## src/rtl/rom_rd_stream_pkg.sv

```systemverilog
// Shared types and helpers for the ROM burst read engine.
// Holds the FSM encoding, default widths and the buffer-credit arithmetic.
package rom_rd_stream_pkg;

  localparam int WORD_W_DEF = 32;
  localparam int ADDR_W_DEF = 8;

  typedef enum logic [1:0] {
    ST_IDLE  = 2'd0,
    ST_RUN   = 2'd1,
    ST_DRAIN = 2'd2,
    ST_DONE  = 2'd3
  } state_t;

  // A new read may go out only if, after this cycle's pop, fewer than two words
  // are buffered or returning from the ROM, so the 2-entry buffer never overflows.
  function automatic logic can_issue(input logic [1:0] cnt, input logic infl,
                                     input logic pop);
    logic [2:0] held;
    held = {1'b0, cnt} + {2'b00, infl};
    return held < (3'd2 + {2'b00, pop});
  endfunction

  function automatic logic drains_now(input logic [1:0] cnt, input logic infl,
                                      input logic pop);
    return !infl && ((cnt == 2'd0) || ((cnt == 2'd1) && pop));
  endfunction

endpackage

```

## src/rtl/rom_rd_stream_if.sv

```systemverilog
// Valid/ready word stream carrying ROM burst data and an end-of-burst marker.
interface rom_rd_stream_if #(
  parameter int Word_Width = 32
) ();
  logic                  val;
  logic                  rdy;
  logic [Word_Width-1:0] dat;
  logic                  last;

  modport master (output val, output dat, output last, input  rdy);
  modport slave  (input  val, input  dat, input  last, output rdy);
endinterface

```

## src/rtl/rom_rd_skid.sv

```systemverilog
// Two-entry FIFO holding returned ROM words plus their last flag.
// Push and pop may coincide at any occupancy, including full.
module rom_rd_skid #(
  parameter int Word_Width = 32
) (
  input  logic                clk,
  input  logic                rst,
  input  logic                i_push,
  input  logic [Word_Width:0] i_data,
  input  logic                i_pop,
  output logic [Word_Width:0] o_data,
  output logic [1:0]          o_cnt,
  output logic                o_full,
  output logic                o_empty
);

  logic [Word_Width:0] r_mem [2];
  logic                r_wr;
  logic                r_rd;
  logic [1:0]          r_cnt;

  always_ff @(posedge clk) begin
    if (rst) begin
      r_wr  <= 1'b0;
      r_rd  <= 1'b0;
      r_cnt <= 2'd0;
    end else begin
      if (i_push) r_wr <= ~r_wr;
      if (i_pop)  r_rd <= ~r_rd;
      case ({i_push, i_pop})
        2'b10:   r_cnt <= r_cnt + 2'd1;
        2'b01:   r_cnt <= r_cnt - 2'd1;
        default: r_cnt <= r_cnt;
      endcase
    end
  end

  // Storage is data only; occupancy alone decides what is visible.
  always_ff @(posedge clk) begin
    if (i_push) r_mem[r_wr] <= i_data;
  end

  assign o_data  = r_mem[r_rd];
  assign o_cnt   = r_cnt;
  assign o_full  = (r_cnt == 2'd2);
  assign o_empty = (r_cnt == 2'd0);

endmodule

```

## src/rtl/rom_rd_stream.sv

```systemverilog
// Burst read engine for a 1-cycle-latency single-port ROM: issues LEN reads from
// BASE (address wraps) and streams the words out through a 2-entry skid buffer.
module rom_rd_stream
  import rom_rd_stream_pkg::*;
#(
  parameter int Word_Width = WORD_W_DEF,
  parameter int Addr_Width = ADDR_W_DEF
) (
  input  logic                  clk,
  input  logic                  rst,
  input  logic                  start_i,
  input  logic [Addr_Width-1:0] base_addr_i,
  input  logic [Addr_Width:0]   len_i,
  output logic                  busy_o,
  output logic                  done_o,
  output logic                  rom_cen_o,
  output logic                  rom_oen_o,
  output logic [Addr_Width-1:0] rom_addr_o,
  input  logic [Word_Width-1:0] rom_data_i,
  rom_rd_stream_if.master       strm
);

  localparam logic [Addr_Width:0] IDX_ONE = {{Addr_Width{1'b0}}, 1'b1};

  state_t                r_state;
  state_t                w_state_nxt;
  logic [Addr_Width-1:0] r_base;
  logic [Addr_Width:0]   r_len;
  logic [Addr_Width:0]   r_idx;
  logic                  r_infl;
  logic                  r_infl_last;

  logic                  w_pop;
  logic                  w_issue;
  logic                  w_issue_last;
  logic [Word_Width:0]   w_head;
  logic [1:0]            w_cnt;
  logic                  w_full;
  logic                  w_empty;

  assign w_pop        = !w_empty && strm.rdy;
  assign w_issue      = (r_state == ST_RUN) && !(w_full && !w_pop) &&
                        can_issue(w_cnt, r_infl, w_pop);
  assign w_issue_last = w_issue && ((r_idx + IDX_ONE) == r_len);

  always_ff @(posedge clk) begin
    if (rst) begin
      r_state     <= ST_IDLE;
      r_base      <= '0;
      r_len       <= '0;
      r_idx       <= '0;
      r_infl      <= 1'b0;
      r_infl_last <= 1'b0;
    end else begin
      r_state     <= w_state_nxt;
      r_infl      <= w_issue;
      r_infl_last <= w_issue_last;
      if ((r_state == ST_IDLE) && start_i) begin
        r_base <= base_addr_i;
        r_len  <= len_i;
        r_idx  <= '0;
      end else if (w_issue) begin
        r_idx  <= r_idx + IDX_ONE;
      end
    end
  end

  always_comb begin
    w_state_nxt = r_state;
    case (r_state)
      ST_IDLE:  if (start_i) w_state_nxt = (len_i == '0) ? ST_DONE : ST_RUN;
      ST_RUN:   if (w_issue_last) w_state_nxt = ST_DRAIN;
      ST_DRAIN: if (drains_now(w_cnt, r_infl, w_pop)) w_state_nxt = ST_DONE;
      ST_DONE:  w_state_nxt = ST_IDLE;
      default:  w_state_nxt = ST_IDLE;
    endcase
  end

  assign busy_o     = (r_state != ST_IDLE);
  assign done_o     = (r_state == ST_DONE);
  assign rom_cen_o  = !w_issue;
  assign rom_oen_o  = !((r_state == ST_RUN) || (r_state == ST_DRAIN));
  assign rom_addr_o = r_base + r_idx[Addr_Width-1:0];

  // The word read last cycle lands in the buffer at this edge.
  rom_rd_skid #(.Word_Width(Word_Width)) u_skid (
    .clk     (clk),
    .rst     (rst),
    .i_push  (r_infl),
    .i_data  ({r_infl_last, rom_data_i}),
    .i_pop   (w_pop),
    .o_data  (w_head),
    .o_cnt   (w_cnt),
    .o_full  (w_full),
    .o_empty (w_empty)
  );

  assign strm.val  = !w_empty;
  assign strm.dat  = w_empty ? '0 : w_head[Word_Width-1:0];
  assign strm.last = !w_empty && w_head[Word_Width];

endmodule

```

## src/flat_wrapper.sv

```systemverilog
// flat-port wrapper written by rule: the top's interface ports become plain ports
module rom_rd_stream_flat import rom_rd_stream_pkg::*;
#(
  parameter int Word_Width = WORD_W_DEF,
  parameter int Addr_Width = ADDR_W_DEF
)
  (clk, rst, start_i, base_addr_i, len_i, busy_o, done_o, rom_cen_o, rom_oen_o, rom_addr_o, rom_data_i, strm_val, strm_dat, strm_last, strm_rdy);
  rom_rd_stream_if #(.Word_Width(Word_Width)) strm_i ();
  input  logic clk;
  input  logic rst;
  input  logic start_i;
  input  logic [Addr_Width-1:0] base_addr_i;
  input  logic [Addr_Width:0] len_i;
  output logic busy_o;
  output logic done_o;
  output logic rom_cen_o;
  output logic rom_oen_o;
  output logic [Addr_Width-1:0] rom_addr_o;
  input  logic [Word_Width-1:0] rom_data_i;
  output wire logic [$bits(strm_i.val)-1:0] strm_val;
  output wire logic [$bits(strm_i.dat)-1:0] strm_dat;
  output wire logic [$bits(strm_i.last)-1:0] strm_last;
  input wire logic [$bits(strm_i.rdy)-1:0] strm_rdy;
  assign strm_val = strm_i.val;
  assign strm_dat = strm_i.dat;
  assign strm_last = strm_i.last;
  assign strm_i.rdy = strm_rdy;
  rom_rd_stream #(.Word_Width(Word_Width), .Addr_Width(Addr_Width)) u_core (.clk(clk), .rst(rst), .start_i(start_i), .base_addr_i(base_addr_i), .len_i(len_i), .busy_o(busy_o), .done_o(done_o), .rom_cen_o(rom_cen_o), .rom_oen_o(rom_oen_o), .rom_addr_o(rom_addr_o), .rom_data_i(rom_data_i), .strm(strm_i));
endmodule
```

## config.mk

```make
export PLATFORM = sky130hd
export DESIGN_NAME = rom_rd_stream_flat
export DESIGN_NICKNAME = d
export VERILOG_FILES = /design/src/rtl/rom_rd_stream_pkg.sv /design/src/rtl/rom_rd_stream_if.sv /design/src/rtl/rom_rd_skid.sv /design/src/rtl/rom_rd_stream.sv /design/src/flat_wrapper.sv
export SDC_FILE = /design/constraint.sdc
export NUM_CORES = 1
export LEC_CHECK = 0
export ABC_AREA = 1
export BUFFER_PORTS_ARGS = -buffer_cell sky130_fd_sc_hd__buf_4
export CAP_MARGIN = 20
export CORE_MARGIN = 2
export CORE_UTILIZATION = 40
export CTS_CLUSTER_DIAMETER = 60
export DETAILED_ROUTE_END_ITERATION = 10
export HOLD_SLACK_MARGIN = 0.1
export PLACE_DENSITY = 0.64
export SYNTH_ARGS = -nofsm -noshare
export SYNTH_HDL_FRONTEND = slang
export SYNTH_SLANG_ARGS = --single-unit
export TNS_END_PERCENT = 1
```

## constraint.sdc

```tcl
create_clock -name clk -period 2.14 [get_ports clk]
set_input_delay 0.214 -clock clk [delete_from_list [all_inputs] [get_ports clk]]
set_output_delay 0.214 -clock clk [all_outputs]
set_load 0.01 [all_outputs]
```

* Yosys cells after proc, flatten, opt, wreduce, memory -nomap -nowiden
Memory sizes are Yosys's and may differ from the RTL's. A register that Yosys moved wholly into a read port is not among the register bits.
Cells that the tools add are included.
** Storage, ports and cells
- Flip-flop bits (word level) :: 34
- Memory bits (writable) :: 66
- Input port bits :: 53
- Output and inout bits :: 46
- Logic and storage cells :: 65
- Memories :: 1
** Operators by class
- $add $sub $neg :: 6
- Magnitude comparators :: 1
- Equal/unequal tests :: 11
- Multiplexer cells :: 11
- Bitwise logic cells :: 2
- Reduce and logical (&&, ||, !) cells :: 24
** Memory list
- u_core.u_skid.r_mem :: words 2, width 33, read ports 1, clocked after memory_dff 1, write ports 1, RTL line rom_rd_skid.sv:17 : logic [Word_Width:0] r_mem [2];
** Operators by type and width (count)
- $mux 32 :: 1
- $add 9x1->9 const B :: 1
- $eq 9x9->1 :: 1
- $logic_and 1x1->1 :: 9
- $logic_not 9->1 :: 1
- $add 8x8->8 :: 1
- $eq 2x2->1 const B :: 4
- $mux 2 :: 4
- $pmux 2 s4 :: 1
- $eq 2x1->1 const B :: 3
- $logic_not 1->1 :: 6
- $logic_not 2->1 :: 2
- $mux 1 :: 4
- $ne 2x1->1 const B :: 2
- $pmux 2 s2 :: 1
- $reduce_bool 2->1 :: 2
- $add 2x1->3 :: 1
- $add 2x1->3 const A :: 1
- $lt 3x3->1 :: 1
- $reduce_and 3->1 :: 1
- $add 2x1->2 const B :: 1
- $logic_or 1x1->1 :: 2
- $ne 2x2->1 const B :: 1
- $not 1->1 :: 2
- other kinds (2) :: 2

* Logic depth before layout (Yosys ltp)
Gate-level depths: netlist of the first run.
- Word-level depth :: 11
- Gate-level depth with buffers :: 14
- Mapped depth without buffers :: 14

* Modules after synthesis
Synthesis of the first run repeated with hierarchy kept, for this count alone.
** Second synthesis, totals
- Cells, all modules :: 483
- Area, all modules :: 4924.7 um2
** By module, submodules not included
- rom_rd_skid :: times used 1, cells each 136, area each 2762.6 um2, sequential area each 2082.0 um2
- rom_rd_stream :: times used 1, cells each 347, area each 2162.1 um2, sequential area each 600.6 um2

* Worst setup path after synthesis of the first run
Ideal clock, no wire load.
- Kind :: register to register
- Start point :: reg u_core.r_infl
- End point :: mem u_core.u_skid.r_mem[0][0] in the netlist's numbering (enable)
- Setup time :: 0.423 ns
- Arrival :: 1.820 ns
- Data required time :: 1.717 ns
- Setup slack :: -0.103 ns
- Stages on the path, launching flop included :: 3
- Path buffers :: 0
- Clock period less this slack :: 2.243 ns
- Cells stage by stage :: dfxtp_1 inv_1 nor2_1
** Between the ends
- Longest elaborated chain between the ends :: 2
** Ends and longest elaborated chain
- from (decl) :: RTL line rom_rd_stream.sv:30 : logic r_infl;
- from (signal assigned) :: RTL line rom_rd_stream.sv:56 : r_infl <= w_issue;
- $mux 1 :: RTL line rom_rd_skid.sv:40 : if (i_push) r_mem[r_wr] <= i_data;
- $mux 1 (not written as such) :: RTL line rom_rd_skid.sv:40
- to (decl) :: RTL line rom_rd_skid.sv:17
Every way passes these cells.

* Worst setup path in the final report of the first run
- Start point :: reg u_core.r_base[2]
- End point :: out rom_addr_o[7]
** Between the ends
- Longest elaborated chain between the ends :: 1
** Ends and longest elaborated chain
- from (decl) :: RTL line rom_rd_stream.sv:27 : logic [Addr_Width-1:0] r_base;
- from (signal assigned) :: RTL line rom_rd_stream.sv:59 : r_base <= base_addr_i;
- $add 8x8->8 :: RTL line rom_rd_stream.sv:83 : assign rom_addr_o = r_base + r_idx[Addr_Width-1:0];
- to (decl) :: RTL line flat_wrapper.sv:18 : output logic [Addr_Width-1:0] rom_addr_o;
Every way passes these cells.

==> run metrics, run 1 <==
Synth Area per Inst 9.55 sq um; Max Root-Sink Buffers 2; setup repair after global routing missed its margin true; number of flops mapped to enable cells by yosys 66; most prevalent standard cell on the critical path sky130_fd_sc_hd__a21oi_2; family of cells with the greatest summed delay on the critical path compound AO/OA/AOI/OAI gates; CP peak stage delay 0.34 ns; Slowest-stage cell, CP sky130_fd_sc_hd__dfxtp_2; number of levels in the clock H-tree 3; via count of the first global-routing pass 3788; flip-flop cell with the highest count after synthesis sky130_fd_sc_hd__edfxtp_1; number of vias per cell after detailed routing slightly below 5; arrival time worst endpoint 1.99 ns; total via count after detailed routing around 3800; achievable frequency 0.454 GHz; remaining global-route overflow 0; result of the run finished with violations; end-of-flow core utilization 57.3%; wirelength, routed around 11000 um; Crit path required time 1.93 ns; area fraction of the dominant cell type after synthesis 43.6%; Max IR drop VDD about 0.63 mV; worst-case headroom to the max-slew limit between 50% and 60%; Routability Congestion 0.836; clock latency reported for the late side of the worst-skew pair 0.34 ns; clk root buf sky130_fd_sc_hd__clkbuf_16; transition at the pin with the smallest max-transition slack 0.621 ns; yosys synthesis warning count 0; number of iterations in the first detailed-routing pass 4; maximum number of pins on one net before global-route repair 36; final worst path period share 103%; classification of the worst setup path register to output pin; IO buf count 98; DRC errors left 0; Post-layout nets between 600 and 700; initial core utilization about two fifths; count of state elements after synthesis about 100; final setup margin -0.0610 ns; top-count cell post-synth sky130_fd_sc_hd__nor2_1; starting DRC count in detailed routing 211; cell types with the largest area share after synthesis sky130_fd_sc_hd__edfxtp_1 (44%), sky130_fd_sc_hd__dfxtp_1 (15%), sky130_fd_sc_hd__nor2_1 (8.3%); most frequent cells after synthesis sky130_fd_sc_hd__nor2_1 (101), sky130_fd_sc_hd__edfxtp_1 (66), sky130_fd_sc_hd__o21ai_0 (61), sky130_fd_sc_hd__nand2_1 (53), sky130_fd_sc_hd__inv_1 (39); Final Max Tran Viols 0; number of antenna violations at the first check in global routing 0; antenna-violating nets left 0; synthesis-to-layout area growth 38.5%; post-synthesis net count 549; power density over cell area 1170 mW/mm^2; horizontal extent of the die ~110 um; post-synthesis sequential area ratio 59.0%; DP Area 0.00551 sq mm; per-cell routed wire length 14.4 um; Post-synth ARST share 0%; die outline height 111 um; Clock Skew 0.00791 ns; Maximum Capacitance Violations 0; Finished Cell Area 0.00630 sq mm; clock tree from TritonCTS done; Die Footprint 0.0122 sq mm; violations in the final reports negative setup slack; Leak Pwr 2.66 nW; hpwl dp 7260 um; Synth cell types 31; shortest period the worst path allows 2.20 ns; count of buffer and inverter cells on the critical path 1; first-pass GRT wire length 18100 um; classification of the worst-slack hold path primary input to register; IO Count 99; final hold violation count 0; final number of setup-violating endpoints 4; fraction of layout cells with a size suffix above 1 27.8%; area of the placeable core about 0.011 sq mm; number of buffers created by CTS 9; Overall Global Routing Usage 18.3%; cell accounting for the most synthesized area sky130_fd_sc_hd__edfxtp_1; type of element launching the critical path register; worst path cell trace ha_4 > a21oi_2 > nand2_2 > a21oi_2 > o21bai_1 > nand2_1 > nand2_1 > a21oi_2 > xor2_1 > buf_4; critical path peak fanout 3; Setup crit end kind output pin; total number of placement rows 38; post-synthesis instance total 476; count of antenna diodes in the layout 0; clock transition at the registers of the reported paths around 0.070 ns; cell area after synthesis 0.00455 sq mm; clock tree sinks 101
==> where the power goes <==
group / internal, mW / total [mW] / switching, mW
Combinational: 1.32 / 3.09 / 1.77
Clock: 0.916 / 1.64 / 0.720
Sequential: 2.44 / 2.66 / 0.223
==> metrics by stage <==
step	hold WS (ns)	TNS [ns]	power, mW	setup WS (ns)	cells
5_1_grt	0.104	-0.415	7.89	-0.127	769
2_1_floorplan	0.313	0	4.32	0.158	476
3_3_place_gp	0.400	0	5.50	0.162	713
4_1_cts	0.106	-0.0409	7.37	-0.0246	767
3_5_place_dp	0.402	0	5.58	0.111	713
6_report	0.114	-0.103	7.39	-0.0610	769
==> cells by family (layout without fill, tap and decap cells) <==
group	after synthesis	after routing	synth area share, %
buffers and inverters	58	211	4.82
adders and majority gates	20	20	5.67
DFF	101	101	59.0
xor gates and xnor gates	10	10	1.93
AOI/OAI and AO/OA	94	94	10.8
and+or+nand+nor	193	193	17.8
==> cell usage in the layout (no fill, tap or decap), types with 14 or more instances in the layout <==
cell                            netlist  final
sky130_fd_sc_hd__buf_4                0    118
sky130_fd_sc_hd__ha_1                19     14
sky130_fd_sc_hd__inv_1               39     38
sky130_fd_sc_hd__nor2_1             101    100
sky130_fd_sc_hd__edfxtp_1            66     66
sky130_fd_sc_hd__a21oi_1             26     21
sky130_fd_sc_hd__dfxtp_1             35     28
sky130_fd_sc_hd__nand2_1             53     52
sky130_fd_sc_hd__dlygate4sd3_1        0     32
sky130_fd_sc_hd__o21ai_0             61     59
sky130_fd_sc_hd__nand3_1             17     16
==> per-layer routing <==
metal	vias up	global-route usage [%]	routed length, um
met2	87	32.3	5550
met1	1773	22.6	4930
li1	1895	-	-
met5	-	0	0
met4	0	5.58	159
met3	12	3.73	402
==> layout make-up <==
class	instances	area (sq um)
clock buffer	10	229
clock inverter	6	67.6
fill	940	4690
inverter	44	165
multi-input combinational	317	1750
sequential	101	2700
tap	140	175
timing repair buffer	151	1220
==> path summary, 6_finish.rpt <==
path,cells past startpoint,startpoint,slack [ns],endpoint
worst min-delay path,2,rst,0.11,u_core.r_infl_last
worst min register to register,0,u_core.r_infl_last,0.43,u_core.u_skid.r_mem[1][32]
worst max-delay path,10,u_core.r_base[2],-0.06,rom_addr_o[7]
worst max register to register,13,u_core.r_idx[0],0.21,u_core.r_state[1]
==> registers in the layout, indices dropped and copies added, names as in the netlist, named ones only <==
signal               flops
u_core.u_skid.r_mem     66
u_core.r_idx             9
u_core.r_len             9
u_core.r_base            8
u_core.r_state           2
u_core.u_skid.o_cnt      2
u_core.r_infl            1
u_core.r_infl_last       1
u_core.u_skid.r_rd       1
u_core.u_skid.r_wr       1
==> what timing repair did <==
| item | CTS | global route |
|---|---|---|
| gates resized for setup | 19 | 11 |
| hold endpoints to repair | 64 | 0 |
| setup buffers | 7 | 2 |
| hold buffers | 32 | 0 |
| cloned | 0 | 0 |
| endpoints found under the setup margin | 4 | 39 |
| pin swaps | 11 | 10 |
(Power assumes the default switching activity.)
==> run 2, diff against run 1 <==
Settings changed: BUFFER_PORTS_ARGS -buffer_cell sky130_fd_sc_hd__buf_4 to unset, DONT_BUFFER_PORTS set to 1, PLACE_DENSITY 0.64 to 0.56, SETUP_SLACK_MARGIN set to 0.2.
==> run 2 against run 1 <==
Net effect: the run still ends with negative setup slack left; power fell by 9.5%; setup slack improved by 0.057 ns; clock power fell by 9%; utilization fell by 5.1 points; clock skew rose by 0.0025 ns; worst hold slack got worse by 0.0031 ns; non-clock buffer count fell by 81; clock-buffer cell count fell by 1; global-route usage fell by 0.96 points; register-to-register slack got worse by 0.02 ns; cell area fell by 8.8%; critical path depth fell by 3; largest cell class unchanged; largest power group is now sequential cells.
==> run metrics, run 2 (same netlist as run 1, synthesis figures left out) <==
classification of the worst setup path register to output pin (unchanged); Leak Pwr 2.25 nW (was 2.66 nW); hold path depth 2 (unchanged); worst-case reg-to-reg path depth 14 (was 13); sequential cell area 0.00270 sq mm (about the same); number of antenna violations at the first check in global routing 0 (unchanged); classification of the worst-slack hold path primary input to register (unchanged); Clock Skew 0.0104 ns (was 0.00791 ns); startpoint of the lowest-slack hold path len_i[3] (was rst); largest reg by FF count u_core.u_skid.r_mem (unchanged); wirelength, routed 10100 um (was 11000 um); combinational power share 37.6% (was 41.8%); largest registers in the final layout u_core.u_skid.r_mem: 66 flops, u_core.r_idx: 9 flops, u_core.r_len: 9 flops (unchanged); violations in the final reports negative setup slack (unchanged); footprint of the multi-input gates 0.00177 sq mm (was 0.00175 sq mm); DP Area 0.00480 sq mm (was 0.00551 sq mm); Max IR drop VDD 0.613 mV (was 0.628 mV); antenna-violating nets left 0 (unchanged); maximum number of pins on one net before global-route repair 36 (unchanged); Critical R2R Capture u_core.r_state[1] (unchanged); Finished Cell Area 0.00574 sq mm (was 0.00630 sq mm); source of the worst register-to-register timing path u_core.r_idx[1] (was u_core.r_idx[0]); number of levels in the clock H-tree 3 (unchanged); shortest period the worst path allows 2.14 ns (was 2.20 ns); clock tree sinks 101 (unchanged); fraction of layout cells with a size suffix above 1 14.8% (was 27.8%); Post-Place Cells 618 (was 713); cell internal power dissipation 4.10 mW (was 4.68 mW); transition at the pin with the smallest max-transition slack 0.495 ns (was 0.621 ns); Setup crit end kind output pin (unchanged); Max Root-Sink Buffers 2 (unchanged); starting DRC count in detailed routing 159 (was 211); final number of setup-violating endpoints 1 (was 4); arrival time worst endpoint 1.93 ns (was 1.99 ns); via count of the first global-routing pass 3467 (was 3788); hpwl dp 6870 um (was 7260 um); DRC errors left 0 (unchanged); Crit path required time 1.93 ns (about the same); Maximum Capacitance Violations 0 (unchanged); clock tree from TritonCTS done (unchanged); worst-case headroom to the max-slew limit 67.0% (was 58.4%); IO buf count 0 (was 98); final hold violation count 0 (unchanged); clock latency reported for the late side of the worst-skew pair 0.34 ns (about the same); die outline height 111 um (unchanged); per-cell routed wire length 14.7 um (was 14.4 um); achievable frequency 0.466 GHz (was 0.454 GHz); clock transition at the registers of the reported paths 0.07 ns (about the same); initial core utilization 41.4% (unchanged); commonest non-fill, non-tap cell in the layout sky130_fd_sc_hd__nor2_1 (was sky130_fd_sc_hd__buf_4); setup repair after global routing missed its margin true (unchanged); worst slack on hold paths 0.111 ns (was 0.114 ns); number of buffers created by CTS 9 (unchanged); sequential share of power 39.9% (was 36.1%); number of vias per cell after detailed routing 4.98 (was 4.90); clk root buf sky130_fd_sc_hd__clkbuf_16 (unchanged); Final Max Tran Viols 0 (unchanged); most used cells in the layout excluding fill and tap cells sky130_fd_sc_hd__nor2_1 (98), sky130_fd_sc_hd__edfxtp_1 (66), sky130_fd_sc_hd__o21ai_0 (59) (was sky130_fd_sc_hd__buf_4 (118), sky130_fd_sc_hd__nor2_1 (100), sky130_fd_sc_hd__edfxtp_1 (66)); Routability Congestion 0.772 (was 0.836); reg2reg setup slack 0.19 ns (was 0.21 ns); area of the placeable core 0.0110 sq mm (unchanged); horizontal extent of the die 111 um (unchanged); result of the run finished with violations (unchanged); final worst path period share 100% (was 103%); worst setup slack after placement 0.149 ns (was 0.111 ns); capture endpoint of the worst hold path u_core.r_len[3] (was u_core.r_infl_last); final setup margin -0.00388 ns (was -0.0610 ns); Post-layout nets 616 (was 697); remaining global-route overflow 0 (unchanged); critical path peak fanout 2 (was 3); IO Count 99 (unchanged); switching power total 2.59 mW (was 2.71 mW); max reg flops 66 (unchanged); share of power burned in the clock network 22.5% (was 22.1%); Post-Layout Cell Count 687 (was 769); Die Footprint 0.0122 sq mm (unchanged); Overall Global Routing Usage 17.4% (was 18.3%); type of element launching the critical path register (unchanged); total via count after detailed routing 3418 (was 3767); first-pass GRT wire length 17200 um (was 18100 um); total number of placement rows 38 (unchanged); synthesis-to-layout area growth 26.2% (was 38.5%); count of antenna diodes in the layout 0 (unchanged); number of iterations in the first detailed-routing pass 4 (unchanged); power density over cell area 1160 mW/mm^2 (was 1170 mW/mm^2); switching part of the total 38.7% (was 36.7%); fill cell count 982 (was 940)
run 2: how the worst max path moves through the flow:
stage | end | startpoint | cells after the start | slack, ns
final | rom_addr_o[6] | u_core.r_idx[0] | 7 | -0.004
after global routing | rom_addr_o[6] | u_core.r_idx[0] | 7 | -0.11
after CTS | rom_addr_o[7] | u_core.r_base[2] | 9 | -0.03
after detailed placement | rom_addr_o[6] | u_core.r_idx[0] | 7 | 0.15
after global placement | rom_addr_o[6] | u_core.r_idx[0] | 7 | 0.18
after floorplan | rom_addr_o[6] | u_core.r_idx[0] | 7 | 0.16
run 2: worst max-delay path, stage by stage, from the launching register on:
cell and delay [ns]:
sky130_fd_sc_hd__dfxtp_2 0.36, sky130_fd_sc_hd__ha_4 0.15, sky130_fd_sc_hd__inv_2 0.04, sky130_fd_sc_hd__fa_2 0.37, sky130_fd_sc_hd__o21ai_2 0.17, sky130_fd_sc_hd__a21oi_1 0.08
sky130_fd_sc_hd__o21ai_1 0.15, sky130_fd_sc_hd__xor2_1 0.28
run 2: stage by stage:
stage               setup TNS, ns  power [mW]  utilization, %
floorplan                       0        4.32               -
global placement                0        4.89            43.7
detailed placement              0        4.93            43.7
CTS                       -0.0420        6.70            51.7
global route               -0.257        7.19            52.3
finish                   -0.00388        6.69            52.3
run 2: repair_timing:
item / 4_1_cts / 5_1_grt
pin swaps: 20 / 14
gates resized for setup: 27 / 10
hold buffers: 48 / 0
setup buffers: 3 / 3
hold endpoints to repair: 86 / 0
setup endpoints to repair: 39 / 31
run 2: area by class of cell:
type,instances,share of cell area [%]
clock inverter,6,0.872
inverter,44,2.90
tap,140,3.05
clock buffer,9,3.92
sequential,101,47.0
timing repair buffer,70,11.5
multi-input combinational,317,30.8
run 2: power groups by stage:
stage | sequential (mW) | combinational, mW | clock [mW]
floorplan | 2.63 | 1.69 | 0
global placement | 2.67 | 2.22 | 0
detailed placement | 2.68 | 2.25 | 0
CTS | 2.65 | 2.49 | 1.55
global route | 2.71 | 2.85 | 1.64
finish | 2.67 | 2.52 | 1.50
run 2: metal layers:
layer  vias to the layer above  global-route usage (%)  wire [um]
met4                         0                    6.58        194
met2                       102                    27.3       4650
met3                        16                    5.21        633
met1                      1570                    22.6       4650
li1                       1730                       -          -
met5                         -                       0          0
==> run 3, diff against run 2 <==
Settings changed: ABC_AREA 1 to unset, SYNTH_HIERARCHICAL set to 1.
Clock period 2.14 ns to 1.87 ns, I/O delays scaled along.
==> run 3 against run 2 <==
Net effect: the flow still finishes with violations (negative setup slack); worst hold slack improved by 0.17 ns; global-route usage shrank 1.6 points; largest cell class unchanged; critical path depth grew 3; utilization up 2.8 points; largest power group unchanged; area after synthesis is 3.0% higher.
==> run metrics, run 3 <==
combinational family with the most area after synthesis simple AND/OR/NAND/NOR gates (unchanged); Leak Pwr 2.30 nW (was 2.25 nW); clock transition at the registers of the reported paths 0.07 ns (about the same); shortest period the worst path allows 2.19 ns; Die Footprint 0.0126 sq mm (was 0.0122 sq mm); DRC errors left 0 (unchanged); Finished Cell Area 0.00628 sq mm (was 0.00574 sq mm); type of element launching the critical path register (unchanged); antenna-violating nets left 0 (unchanged); Worst setup endpoint rom_addr_o[6] (unchanged); classification of the worst-slack hold path primary input to register (unchanged); result of the run finished with violations (unchanged); post-synthesis net count 460 (was 549); yosys synthesis warning count 6 (was 0); IO buf count 0 (unchanged); Post-synth ARST share 0% (unchanged); final hold violation count 0 (unchanged); achievable frequency 0.456 GHz; clk root buf sky130_fd_sc_hd__clkbuf_16 (unchanged); total number of placement rows 39 (was 38); clock latency reported for the late side of the worst-skew pair 0.33 ns (was 0.34 ns); transition at the pin with the smallest max-transition slack 0.998 ns (was 0.495 ns); fraction of synthesized cell area in xor and xnor cells 5.34% (was 1.93%); Clock Skew 0.00725 ns (was 0.0104 ns); post-synthesis sequential area ratio 57.3% (was 59.0%); clock tree from TritonCTS done (unchanged); Post-Layout Cell Count 633 (was 687); most used cells in the layout excluding fill and tap cells sky130_fd_sc_hd__edfxtp_1 (66), sky130_fd_sc_hd__dlygate4sd3_1 (50), sky130_fd_sc_hd__nand2_1 (42) (was sky130_fd_sc_hd__nor2_1 (98), sky130_fd_sc_hd__edfxtp_1 (66), sky130_fd_sc_hd__o21ai_0 (59)); max reg flops 66 (unchanged); largest registers in the final layout u_core/u_skid/r_mem: 66 flops, u_core/r_idx: 9 flops, u_core/r_len: 9 flops (was u_core.u_skid.r_mem: 66 flops, u_core.r_idx: 9 flops, u_core.r_len: 9 flops); Post-layout nets 556 (was 616); DP Area 0.00521 sq mm (was 0.00480 sq mm); Critical R2R Capture u_core/r_state[1] (was u_core.r_state[1]); power density over cell area 1090 mW/mm^2 (was 1160 mW/mm^2); count of antenna diodes in the layout 0 (unchanged); cell accounting for the most synthesized area sky130_fd_sc_hd__edfxtp_1 (unchanged); critical path peak fanout 2 (unchanged); first-pass GRT wire length 16100 um (was 17200 um); die outline height 112 um (was 111 um); per-cell routed wire length 15.5 um (was 14.7 um); Slowest-stage cell, CP sky130_fd_sc_hd__dfxtp_2 (was sky130_fd_sc_hd__fa_2); hpwl dp 6480 um (was 6870 um); final worst path period share 117%; Routability Congestion 0.841 (was 0.772); Synth cell types 49 (was 31); CP Launch Point u_core/r_base[0] (was u_core.r_idx[0]); post-synthesis instance total 390 (was 476); final number of setup-violating endpoints 9 (was 1); classification of the worst setup path register to output pin (unchanged); initial core utilization 41.0% (was 41.4%); fraction of the mapped netlist area in compound gates 7.78% (was 10.8%); IO Count 99 (unchanged); Maximum Capacitance Violations 0 (unchanged); starting DRC count in detailed routing 125 (was 159); worst-case reg-to-reg path depth 9 (was 14); cell types with the largest area share after synthesis sky130_fd_sc_hd__edfxtp_1 (42%), sky130_fd_sc_hd__dfxtp_1 (15%), sky130_fd_sc_hd__mux2_2 (7.9%) (was sky130_fd_sc_hd__edfxtp_1 (44%), sky130_fd_sc_hd__dfxtp_1 (15%), sky130_fd_sc_hd__nor2_1 (8.3%)); clock tree sinks 101 (unchanged); Post-Place Cells 561 (was 618); multiplexer share of the synthesized area 8.39% (was 0%); fraction of layout cells with a size suffix above 1 29.8% (was 14.8%); TNS Setup -1.86 ns (was -0.00388 ns); count of state elements after synthesis 101 (unchanged); post-synthesis share of cell area spent on and, or, nand and nor gates 13.4% (was 17.8%); Overall Global Routing Usage 15.8% (was 17.4%); worst path cell trace ha_4 > inv_2 > fa_2 > inv_2 > a21oi_2 > o21bai_1 > a21o_1 > a21oi_2 > xnor2_1 > buf_4 (was ha_4 > inv_2 > fa_2 > o21ai_2 > a21oi_1 > o21ai_1 > xor2_1); Final Max Tran Viols 0 (unchanged); Crit path required time 1.68 ns (was 1.93 ns); most frequent cells after synthesis sky130_fd_sc_hd__edfxtp_1 (66), sky130_fd_sc_hd__nand2_1 (44), sky130_fd_sc_hd__dfxtp_1 (35), sky130_fd_sc_hd__mux2_2 (33), sky130_fd_sc_hd__nor2b_1 (33) (was sky130_fd_sc_hd__nor2_1 (101), sky130_fd_sc_hd__edfxtp_1 (66), sky130_fd_sc_hd__o21ai_0 (61), sky130_fd_sc_hd__nand2_1 (53), sky130_fd_sc_hd__inv_1 (39)); via count of the first global-routing pass 3377 (was 3467); synthesis-to-layout area growth 34.2% (was 26.2%); total via count after detailed routing 3192 (was 3418); area of the placeable core 0.0114 sq mm (was 0.0110 sq mm); number of iterations in the first detailed-routing pass 6 (was 4); Max IR drop VDD 0.490 mV (was 0.613 mV); Synth Area per Inst 12.0 sq um (was 9.55 sq um); cell area after synthesis 0.00468 sq mm (was 0.00455 sq mm); CP peak stage delay 0.36 ns (was 0.37 ns); arrival time worst endpoint 2.01 ns (was 1.93 ns); final setup margin -0.324 ns (was -0.00388 ns); remaining global-route overflow 0 (unchanged); fill cell count 990 (was 982); share of synthesized cell area in full adder, half adder and majority cells 4.70% (was 5.67%); area fraction of the dominant cell type after synthesis 42.3% (was 43.6%); flip-flop cell with the highest count after synthesis sky130_fd_sc_hd__edfxtp_1 (unchanged); wirelength, routed 9820 um (was 10100 um); source of the worst register-to-register timing path u_core/r_idx[0] (was u_core.r_idx[1]); Setup crit end kind output pin (unchanged); Power Total 6.85 mW (was 6.69 mW); horizontal extent of the die 112 um (was 111 um); Max Root-Sink Buffers 2 (unchanged); maximum number of pins on one net before global-route repair 35 (was 36); commonest non-fill, non-tap cell in the layout sky130_fd_sc_hd__edfxtp_1 (was sky130_fd_sc_hd__nor2_1); worst slack on hold paths 0.280 ns (was 0.111 ns); number of flops mapped to enable cells by yosys 66 (unchanged); number of antenna violations at the first check in global routing 0 (unchanged); number of levels in the clock H-tree 3 (unchanged); number of buffers created by CTS 9 (unchanged); setup repair after global routing missed its margin true (unchanged); reg2reg setup slack -0.25 ns (was 0.19 ns); violations in the final reports negative setup slack (unchanged); largest reg by FF count u_core/u_skid/r_mem (was u_core.u_skid.r_mem); number of vias per cell after detailed routing 5.04 (was 4.98); worst-case headroom to the max-slew limit 33.5% (was 67.0%); top-count cell post-synth sky130_fd_sc_hd__edfxtp_1 (was sky130_fd_sc_hd__nor2_1)
run 3: cell families (layout without fill, tap and decap cells):
group | after synthesis | after routing
AND/OR/NAND/NOR | 122 | 122
XOR/XNOR | 27 | 27
adder cells (fa/ha/maj) | 17 | 17
buffers and inverters | 35 | 135
multiplexers | 35 | 35
AO/OA/AOI/OAI | 53 | 53
flip-flops | 101 | 101
run 3: layout make-up:
cell class	instances	area, sq um	area share [%]
clock buffers	10	229	3.64
clock inverters	5	85.1	1.35
inverters	17	63.8	1.02
multi-input cells	254	2050	32.6
flip-flops and latches	101	2700	43.0
well taps	143	179	2.85
repair buffers	103	975	15.5
run 3: stage by stage:
step | worst slack [ns] | util [%]
3_3_place_gp | -0.300 | 45.6
2_1_floorplan | -0.259 | -
6_report | -0.324 | 55.0
5_1_grt | -0.421 | 55.0
3_5_place_dp | -0.363 | 45.6
4_1_cts | -0.360 | 54.7
run 3: routing by layer:
layer	vias up	GRT usage [%]	share of wire [%]
met3	11	3.78	5.3
met4	0	3.41	0.89
met5	-	0	0
li1	1556	-	-
met2	91	28.4	51
met1	1534	19.3	43
run 3: report_power, final:
group	switching, mW	leakage, nW	internal [mW]
Combinational	1.15	1.26	0.958
Sequential	0.121	0.892	2.65
Clock	0.790	0.149	1.17
Total	2.06	2.30	4.78
run 3: worst max-delay path: cells and delay by family (launching register included):
kind,cells,cell delay [ns]
fa+ha+maj,2,0.49
compound gates,4,0.42
xor+xnor,1,0.15
buf+inv,3,0.24
flops,1,0.36
run 3: what timing repair did:
item | 4_1_cts | 5_1_grt
endpoints found under the setup margin | 54 | 23
pin swaps | 28 | 8
endpoints found under the hold margin | 90 | 0
resized for setup | 41 | 9
hold buffers | 51 | 0
setup buffers | 5 | 1
run 3: how the worst min path moves through the flow:
stage / start / end / depth (start not counted) / slack [ns]
after floorplan: rst / u_core/u_skid/o_cnt[0] / 1 / 0.25
after global placement: rst / u_core/u_skid/o_cnt[0] / 1 / 0.26
after detailed placement: rst / u_core/u_skid/o_cnt[0] / 1 / 0.26
after CTS: start_i / u_core/r_base[1] / 4 / 0.27
after global routing: start_i / u_core/r_state[0] / 3 / 0.30
final: start_i / u_core/r_base[1] / 4 / 0.28
